$ cat src/rtl/branch_predictor_bht_if.sv
// Predict/train/statistics bundle between the pipeline and the branch predictor.
// The pipeline is the master; the predictor is the slave.
interface branch_predictor_bht_if #(
    parameter int XLEN    = 32,
    parameter int ENTRIES = 64,
    parameter int STAT_W  = 32
);
    localparam int IDX_W = $clog2(ENTRIES);

    logic [XLEN-1:0]   pred_pc;
    logic              pred_taken;
    logic              pred_hit;
    logic [XLEN-1:0]   pred_target;
    logic [IDX_W-1:0]  pred_idx;

    logic              upd_valid;
    logic [XLEN-1:0]   upd_pc;
    logic [IDX_W-1:0]  upd_idx;
    logic              upd_taken;
    logic [XLEN-1:0]   upd_target;
    logic              upd_pred_taken;
    logic [XLEN-1:0]   upd_pred_target;

    logic              mispredict;
    logic [STAT_W-1:0] stat_branches;
    logic [STAT_W-1:0] stat_mispredicts;

    modport master (
        output pred_pc, upd_valid, upd_pc, upd_idx, upd_taken,
               upd_target, upd_pred_taken, upd_pred_target,
        input  pred_taken, pred_hit, pred_target, pred_idx,
               mispredict, stat_branches, stat_mispredicts
    );

    modport slave (
        input  pred_pc, upd_valid, upd_pc, upd_idx, upd_taken,
               upd_target, upd_pred_taken, upd_pred_target,
        output pred_taken, pred_hit, pred_target, pred_idx,
               mispredict, stat_branches, stat_mispredicts
    );
endinterface

$ cat src/rtl/branch_predictor_bht.sv
// 2-bit counter BHT plus tagged BTB with saturating branch/mispredict stats.
// Optional GSHARE_EN macro folds a global history register into the counter index.
module branch_predictor_bht #(
    parameter int XLEN    = 32,
    parameter int ENTRIES = 64,
    parameter int STAT_W  = 32
) (
    input  logic                   clk,
    input  logic                   rst,
    branch_predictor_bht_if.slave  bus
);
    localparam int IDX_W = $clog2(ENTRIES);
    localparam int TAG_W = XLEN - IDX_W - 2;

    logic [1:0]        cnt_q   [ENTRIES];
    logic [1:0]        cnt_d   [ENTRIES];
    logic [ENTRIES-1:0] valid_q, valid_d;
    logic [TAG_W-1:0]  tag_q   [ENTRIES];
    logic [TAG_W-1:0]  tag_d   [ENTRIES];
    logic [XLEN-1:0]   tgt_q   [ENTRIES];
    logic [XLEN-1:0]   tgt_d   [ENTRIES];
    logic [STAT_W-1:0] br_q, br_d;
    logic [STAT_W-1:0] mp_q, mp_d;

    logic [IDX_W-1:0]  btb_idx;
    logic [IDX_W-1:0]  cnt_idx;
    logic [IDX_W-1:0]  wr_idx;
    logic              hit;
    logic              taken;
    logic              mispredict;

`ifdef GSHARE_EN
    logic [IDX_W-1:0]  ghr_q, ghr_d;

    always_comb begin
        ghr_d = ghr_q;
        if (bus.upd_valid)
            ghr_d = {ghr_q[IDX_W-2:0], bus.upd_taken};
    end

    always_ff @(posedge clk) begin
        if (rst) ghr_q <= '0;
        else     ghr_q <= ghr_d;
    end

    assign cnt_idx = bus.pred_pc[IDX_W+1:2] ^ ghr_q;
`else
    assign cnt_idx = bus.pred_pc[IDX_W+1:2];
`endif

    // Prediction reads only registered state: an update this cycle is not bypassed.
    always_comb begin
        btb_idx = bus.pred_pc[IDX_W+1:2];
        hit     = valid_q[btb_idx] &&
                  (tag_q[btb_idx] == bus.pred_pc[XLEN-1:IDX_W+2]);
        taken   = hit && cnt_q[cnt_idx][1];
    end

    assign bus.pred_hit    = hit;
    assign bus.pred_taken  = taken;
    assign bus.pred_idx    = cnt_idx;
    assign bus.pred_target = taken ? tgt_q[btb_idx]
                                   : bus.pred_pc + XLEN'(4);

    assign mispredict = bus.upd_valid &&
        ((bus.upd_taken != bus.upd_pred_taken) ||
         (bus.upd_taken && (bus.upd_target != bus.upd_pred_target)));
    assign bus.mispredict = mispredict;

    always_comb begin
        cnt_d   = cnt_q;
        valid_d = valid_q;
        tag_d   = tag_q;
        tgt_d   = tgt_q;
        wr_idx  = bus.upd_pc[IDX_W+1:2];
        if (bus.upd_valid) begin
            if (bus.upd_taken) begin
                if (cnt_q[bus.upd_idx] != 2'b11)
                    cnt_d[bus.upd_idx] = cnt_q[bus.upd_idx] + 2'b01;
                valid_d[wr_idx] = 1'b1;
                tag_d[wr_idx]   = bus.upd_pc[XLEN-1:IDX_W+2];
                tgt_d[wr_idx]   = bus.upd_target;
            end else if (cnt_q[bus.upd_idx] != 2'b00) begin
                cnt_d[bus.upd_idx] = cnt_q[bus.upd_idx] - 2'b01;
            end
        end
    end

    always_comb begin
        br_d = br_q;
        mp_d = mp_q;
        if (bus.upd_valid && (br_q != '1))
            br_d = br_q + STAT_W'(1);
        if (mispredict && (mp_q != '1))
            mp_d = mp_q + STAT_W'(1);
    end

    always_ff @(posedge clk) begin
        if (rst) begin
            for (int i = 0; i < ENTRIES; i++)
                cnt_q[i] <= 2'b01;
            valid_q <= '0;
            br_q    <= '0;
            mp_q    <= '0;
        end else begin
            cnt_q   <= cnt_d;
            valid_q <= valid_d;
            br_q    <= br_d;
            mp_q    <= mp_d;
        end
    end

    // Tags and targets are qualified by valid bits, so they need no reset.
    always_ff @(posedge clk) begin
        if (!rst) begin
            tag_q <= tag_d;
            tgt_q <= tgt_d;
        end
    end

    assign bus.stat_branches    = br_q;
    assign bus.stat_mispredicts = mp_q;
endmodule

$ cat src/flat_wrapper.sv
// flat-port wrapper written by rule: the top's interface ports become plain ports
module branch_predictor_bht_flat 
#(
    parameter int XLEN    = 32,
    parameter int ENTRIES = 64,
    parameter int STAT_W  = 32
)
  (clk, rst, bus_pred_pc, bus_upd_valid, bus_upd_pc, bus_upd_idx, bus_upd_taken, bus_upd_target, bus_upd_pred_taken, bus_upd_pred_target, bus_pred_taken, bus_pred_hit, bus_pred_target, bus_pred_idx, bus_mispredict, bus_stat_branches, bus_stat_mispredicts);
  branch_predictor_bht_if #(.XLEN(XLEN), .ENTRIES(ENTRIES), .STAT_W(STAT_W)) bus_i ();
  input  logic clk;
  input  logic rst;
  input wire logic [$bits(bus_i.pred_pc)-1:0] bus_pred_pc;
  input wire logic [$bits(bus_i.upd_valid)-1:0] bus_upd_valid;
  input wire logic [$bits(bus_i.upd_pc)-1:0] bus_upd_pc;
  input wire logic [$bits(bus_i.upd_idx)-1:0] bus_upd_idx;
  input wire logic [$bits(bus_i.upd_taken)-1:0] bus_upd_taken;
  input wire logic [$bits(bus_i.upd_target)-1:0] bus_upd_target;
  input wire logic [$bits(bus_i.upd_pred_taken)-1:0] bus_upd_pred_taken;
  input wire logic [$bits(bus_i.upd_pred_target)-1:0] bus_upd_pred_target;
  output wire logic [$bits(bus_i.pred_taken)-1:0] bus_pred_taken;
  output wire logic [$bits(bus_i.pred_hit)-1:0] bus_pred_hit;
  output wire logic [$bits(bus_i.pred_target)-1:0] bus_pred_target;
  output wire logic [$bits(bus_i.pred_idx)-1:0] bus_pred_idx;
  output wire logic [$bits(bus_i.mispredict)-1:0] bus_mispredict;
  output wire logic [$bits(bus_i.stat_branches)-1:0] bus_stat_branches;
  output wire logic [$bits(bus_i.stat_mispredicts)-1:0] bus_stat_mispredicts;
  assign bus_i.pred_pc = bus_pred_pc;
  assign bus_i.upd_valid = bus_upd_valid;
  assign bus_i.upd_pc = bus_upd_pc;
  assign bus_i.upd_idx = bus_upd_idx;
  assign bus_i.upd_taken = bus_upd_taken;
  assign bus_i.upd_target = bus_upd_target;
  assign bus_i.upd_pred_taken = bus_upd_pred_taken;
  assign bus_i.upd_pred_target = bus_upd_pred_target;
  assign bus_pred_taken = bus_i.pred_taken;
  assign bus_pred_hit = bus_i.pred_hit;
  assign bus_pred_target = bus_i.pred_target;
  assign bus_pred_idx = bus_i.pred_idx;
  assign bus_mispredict = bus_i.mispredict;
  assign bus_stat_branches = bus_i.stat_branches;
  assign bus_stat_mispredicts = bus_i.stat_mispredicts;
  branch_predictor_bht #(.XLEN(XLEN), .ENTRIES(ENTRIES), .STAT_W(STAT_W)) u_core (.clk(clk), .rst(rst), .bus(bus_i));
endmodule
$ cat config.mk
export PLATFORM = sky130hd
export DESIGN_NAME = branch_predictor_bht_flat
export DESIGN_NICKNAME = d
export VERILOG_FILES = /design/src/rtl/branch_predictor_bht_if.sv /design/src/rtl/branch_predictor_bht.sv /design/src/flat_wrapper.sv
export SDC_FILE = /design/constraint.sdc
export NUM_CORES = 2
export LEC_CHECK = 0
export ABC_AREA = 1
export CAP_MARGIN = 25
export CORE_MARGIN = 10
export CORE_UTILIZATION = 50
export DETAILED_ROUTE_END_ITERATION = 12
export MAX_ROUTING_LAYER = met4
export PLACE_DENSITY = 0.7
export SETUP_SLACK_MARGIN = 0.02
export SLEW_MARGIN = 20
export SYNTH_ARGS = -nofsm -noshare
export SYNTH_HDL_FRONTEND = slang
export SYNTH_SLANG_ARGS = --single-unit
$ cat constraint.sdc
create_clock -name clk -period 6.16 [get_ports clk]
set_clock_uncertainty 0.05 [all_clocks]
set_input_delay 1.232 -clock clk [delete_from_list [all_inputs] [get_ports clk]]
set_output_delay 1.232 -clock clk [all_outputs]
set_load 0.01 [all_outputs]
* Word level (Yosys, flattened, before mapping)
Index checks and enable logic that the tools add are counted.
** Word-level totals
- Register bits :: 3840
- Bits in latches :: 0
- RAM bits :: 0
- Bits in read-only memories :: 0
- Bits of input ports :: 139
- Output and inout port bits :: 105
- Logic and storage cells :: 265
- Memories kept :: 0
** Operators by class
- $add $sub $neg :: 5
- Multiply operators :: 0
- Divide/modulo/power cells :: 0
- Order comparisons :: 8
- Equal/unequal tests :: 7
- Shifts and indexed selects :: 0
- Multiplexer cells :: 30
- Bitwise gates (word level) :: 5
- Reductions and logical operators :: 15
** Operator list (count)
- $bwmux 2048 :: 1
- $bwmux 1536 :: 1
- $mux 128 :: 3
- $bwmux 128 :: 2
- $bmux 32 s6 :: 1
- $demux 32 s6 :: 1
- $bmux 24 s6 :: 1
- $demux 24 s6 :: 1
- $mux 32 :: 4
- $mux 24 :: 3
- $add 32x1->32 const B :: 2
- $ne 32x32->1 const B :: 2
- $or 64x64->64 :: 1
- $add 32x3->32 const B :: 1
- $ne 32x32->1 :: 1
- $bmux 2 s6 :: 2
- $eq 24x24->1 :: 1
- $ge 7x7->1 const B :: 3
- $not 6->7 :: 3
- $lt 6x7->1 const B :: 2
- $lt 7x1->1 const B :: 2
- $demux 2 s6 :: 1
- $mux 2 :: 5
- $logic_and 1x1->1 :: 9
- other kinds (14) :: 17

* Logic depth before layout (Yosys ltp)
- Word-level depth :: 8
- Mapped depth :: 28
- Gate-level depth less buffers :: 24

* Least setup slack after synthesis
OpenSTA, ideal clock, no wires.
- Path kind :: input port to flip-flop
- Start :: input rst
- End :: register u_core.tag_q[1008] (netlist name) (enable)
- Setup time :: 0.470 ns
- Arrival :: 4.571 ns
- Data required time :: 5.640 ns
- Slack :: 1.068 ns
- Stages :: 7
- Buffers on the path :: 2
- Path through :: clkbuf_1 > nor3_1 > inv_1 > nor2_1 > nand3_1 > clkbuf_1 > nor2_1
** On the way
- Word-level cells in the longest chain between the ends :: 2
** Ends and longest elaborated chain
- start, declared :: line flat_wrapper.sv:11 : input logic rst;
- $not 1->1 (no line)
- $reduce_and 3->1 (no line)
- end signal, assigned :: line branch_predictor_bht.sv:116 : tag_q <= tag_d;
- end, declared :: line branch_predictor_bht.sv:18 : logic [TAG_W-1:0] tag_q [ENTRIES];
Every way passes these cells.
A chain may end at the register's enable or synchronous reset.

* Worst setup path in the final report
- Start :: input bus_pred_pc[5]
- End :: output bus_pred_target[5]
** On the way
- Word-level cells in the longest chain between the ends :: 8
- Elaborated cells between the ends (all ways) :: 17
- Those cells by class :: add/sub: 1; eq/ne: 1; mux: 12; bitwise: 1; reduce/logical: 2
** Ends and longest elaborated chain
- start, declared :: line flat_wrapper.sv:12 : input wire logic [$bits(bus_i.pred_pc)-1:0] bus_pred_pc;
- $not 6->7 (not written as such) :: line branch_predictor_bht.sv:55, branch_predictor_bht.sv:56, branch_predictor_bht.sv:62
- $bmux 24 s6 :: line branch_predictor_bht.sv:55 : (tag_q[btb_idx] == bus.pred_pc[XLEN-1:IDX_W+2]);
- $mux 24 (not written as such) (2 in a row) :: line branch_predictor_bht.sv:55
- $eq 24x24->1 :: line branch_predictor_bht.sv:55
- $logic_and 1x1->1 :: line branch_predictor_bht.sv:54 : hit = valid_q[btb_idx] &&
- $logic_and 1x1->1 :: line branch_predictor_bht.sv:56 : taken = hit && cnt_q[cnt_idx][1];
- $mux 32 * :: line branch_predictor_bht.sv:62 : assign bus.pred_target = taken ? tgt_q[btb_idx]
- end, declared :: line flat_wrapper.sv:22 : output wire logic [$bits(bus_i.pred_target)-1:0] bus_pred_target;
Every way passes the cells marked *; elsewhere a longest branch is shown, timed or not. The select of a mux whose other input is x is not followed.

==> flow_summary_export.csv <==
group,metric,value,unit
run_status,outcome,"complete, but fails checks",
run_status,failed_checks,"setup timing",
cells_and_area,drive_above_1_share,0.0929,
detailed_routing,drcViolationCount,0,
die,num_rows,205,
detailed_routing,firstDrtPassIters,7,
cells_and_area,fill_cells,24500,
detailed_routing,wire_per_inst,27.4,um
cells_and_area,multi_input_area,38300,um^2
critical_path,path_class,"primary input to primary output",
die,die_h,580,um
timing,max_freq,162,MHz
critical_path,cp.required,4880,ps
clock_tree,hold_buffers,0,
timing,rsz0062_at_grt,"true",
die,initial_core_util,0.503,
logic_synthesis,syn_nets,13700,
die,io_pins,244,
logic_synthesis,syn_inst,13600,
timing,min_period,6160,ps
hold_path,hold_path_depth,2,
place,gp_congestion,0.912,
critical_path,worst_r2r_path_depth,17,
detailed_routing,finalWirelength,503000,um
timing,maxSlewHeadroom,0.222,
detailed_routing,num_vias,112000,
global_route,grt_antenna_before_repair,34,
logic_synthesis,syn_avg_cell_area,11.6,um^2
global_route,globalRoute.totalOverflow,0,
clock_tree,cts.sinks,3840,
hold_path,hold_class,"register to register",
place,dpl.cell_count,17600,
place,port-buffer-count,241,
critical_path,worstReg2RegStart,"u_core.cnt_q[15]",
critical_path,cp-start-kind,"primary input",
timing,final_hold_viol_count,0,
detailed_routing,drt.antenna.violating_nets,0,
clock_tree,cts-root-buf,"clkbuf_16",
pwr,vdd.ir_drop.worst,0.264,mV
timing,setup_viol,1,
timing,drv_slew,0,
global_route,grt_max_degree,187,
clock_tree,ctsHtreeMaxLevel,5,
logic_synthesis,synth.distinct_cells,51,
logic_synthesis,synth_edf_count,3584,
die,dieArea,337000,um^2
logic_synthesis,synth_area,157000,um^2
hold_path,holdCritStartpoint,"u_core.valid_q[8]",
place,place_hpwl,268000,um
die,chipWidth,580,um
clock_tree,tritoncts,"done",
detailed_routing,vias_per_cell,6.12,
global_route,grt_pass1_wl,717000,um
cells_and_area,layout.cells.non_filler,18400,
clock_tree,clk_latency,920,ps
pwr,power_density,308,nW/um^2
hold_path,min_to,"u_core.valid_q[8]",
logic_synthesis,ys_seq_elements,3840,
timing,fin_tns_setup,-4.54,ps
cells_and_area,seqCellArea,113000,um^2
die,core,312000,um^2
global_route,grt_pass1_vias,104000,
critical_path,r2r_end,"u_core.cnt_q[71]",
critical_path,path_max_fanout,11,
clock_tree,clk_pin_slew_worst_paths,60,ps
cells_and_area,area_growth,15.0,%
logic_synthesis,yosys_warnings,0,
clock_tree,clockBufferDepth,4,
clock_tree,numCtsBuffers,388,
timing,timing.final.crit_share,1.00,
global_route,grt_usage,0.293,
detailed_routing,initialDrtViolationCount,17500,
pwr,p_leak,63.1,nW
logic_synthesis,yosysSeqAreaShare,0.718,
timing,fin_ws,-4.54,ps
run,drv_cap,0,
logic_synthesis,synthArstFlopShare,0,
critical_path,regToRegSetupSlack,2730,ps
logic_synthesis,synth_ff_type,"edfxtp_1",
critical_path,cp-end-kind,"primary output",
critical_path,crit_arrival,4880,ps
timing,tightest_slew,1170,ps
cells_and_area,nets,14000,
-- flip-flops by register name, summed over array words and instances, names as in the netlist, named ones only --
| name | flops |
|---|---|
| u_core.bus.stat_branches | 32 |
| u_core.bus.stat_mispredicts | 32 |
| u_core.cnt_q | 64 |
| u_core.tag_q | 1536 |
| u_core.tgt_q | 2048 |
| u_core.valid_q | 64 |
-- Yosys cell counts (204+ instances only) --
cell type / instances / area [um^2]
nand2_1: 2444 / 9170
a21oi_1: 302 / 1510
buf_2: 258 / 1290
o22ai_1: 261 / 1630
nand3_1: 873 / 4370
nor2_1: 1933 / 7260
edfxtp_1: 3584 / 108000
o21ai_0: 1582 / 7920
inv_1: 664 / 2490
o221ai_1: 204 / 1790
dfxtp_1: 256 / 5120
clkbuf_1: 467 / 1750
-- placed cells by master (no fill, tap or decap), types with 7 or more instances in the layout --
master           instances
dfxtp_1                256
inv_2                   15
o21ai_0               1581
buf_12                 213
buf_4                  356
nor3_1                  49
a21oi_1                301
edfxtp_1              3584
o21ai_1                 49
a32o_1                  10
clkinv_1                90
clkbuf_8                 9
xnor2_1                  7
a31oi_1                 24
nand4_1                 36
nand2_1               2441
clkbuf_16              397
xor2_1                  66
buf_2                   52
o221ai_1               204
inv_1                  662
inv_6                   10
bufinv_16               32
a221oi_1                24
or2_2                   15
clkinv_8                 9
nand3_1                868
nor2_1                1866
clkinvlp_4              16
o22ai_1                261
clkbuf_1                62
clkdlybuf4s50_1        147
clkinv_2                78
a22oi_1                 98
dlymetal6s2s_1          32
nor2_4                  68
nor4_1                  18
diode_2                 19
o2111ai_1                7
o211ai_1               118
-- worst max path at each step --
stage / from / endpoint / cells after the start
after floorplan: rst / u_core.tag_q[1008] / 7
after global placement: bus_pred_pc[5] / bus_pred_target[13] / 22
after detailed placement: bus_pred_pc[5] / bus_pred_target[13] / 22
after CTS: bus_pred_pc[5] / bus_pred_target[17] / 23
after global routing: bus_pred_pc[5] / bus_pred_target[5] / 23
final: bus_pred_pc[5] / bus_pred_target[5] / 23
-- worst max-delay path: stages --
cell and delay, ps:
clkdlybuf4s50_1 510, buf_12 170, inv_8 50, nor2_4 160, buf_4 180, buf_12 150, nand2_1 60, nand2_1 50
nor2_1 40, nand2_1 130, nand3_1 130, buf_4 220, nand3_1 110, buf_4 120, nand2_1 50, nor2_1 110
nand3b_1 80, nor2_1 120, nand3_1 130, buf_4 210, o21ai_1 140, buf_4 140, clkdlybuf4s50_1 540
-- cell families after synthesis --
family	count (synthesis)	share of synthesized area
flip-flops	3840	0.718
AND/OR/NAND/NOR	5385	0.138
AO/OA/AOI/OAI	2703	0.0983
adder cells (fa/ha/maj)	5	0.000398
XOR/XNOR	74	0.00413
buffers and inverters	1554	0.0416
-- where the power goes --
group | switching, mW | internal [mW] | leakage [nW] | total [mW]
Sequential | 0.0178 | 28.5 | 34.3 | 28.6
Combinational | 2.65 | 1.12 | 22.7 | 3.77
Clock | 10.0 | 13.2 | 6.09 | 23.3
Total | 12.7 | 42.9 | 63.1 | 55.6
-- cell type report --
type,count,share of cell area
Timing Repair inverter,1,0.0000346
Timing Repair Buffer,809,0.0511
Inverter,691,0.0146
Multi-Input combinational cell,8167,0.212
Tap cell,4140,0.0287
Clock buffer,469,0.0570
Clock inverter,239,0.0119
Antenna cell,19,0.000263
Sequential cell,3840,0.624
-- stage by stage --
stage	power [mW]	hold slack [ps]	cell area (um^2)	utilization	setup WS [ps]
floorplan	30.9	373	157000	-	1070
global placement	32.7	383	168000	0.537	-74.6
detailed placement	32.8	390	168000	0.537	-78.0
CTS	55.5	405	180000	0.577	22.7
global route	56.9	431	181000	0.578	-93.7
finish	55.6	404	181000	0.578	-4.54
-- layer usage --
layer	vias up	wire, um	global-route usage
met5	-	0	-
met4	0	30800	0.153
met3	1416	59500	0.0520
met2	7593	229000	0.441
met1	54600	184000	0.381
li1	48800	-	-
-- repair_timing --
action	CTS	global route
pin swaps	1	0
setup endpoints to repair	31	34
cloned	1	1
gates resized for setup	6	45
buffers inserted	4	3
(Power assumes the default switching activity.)
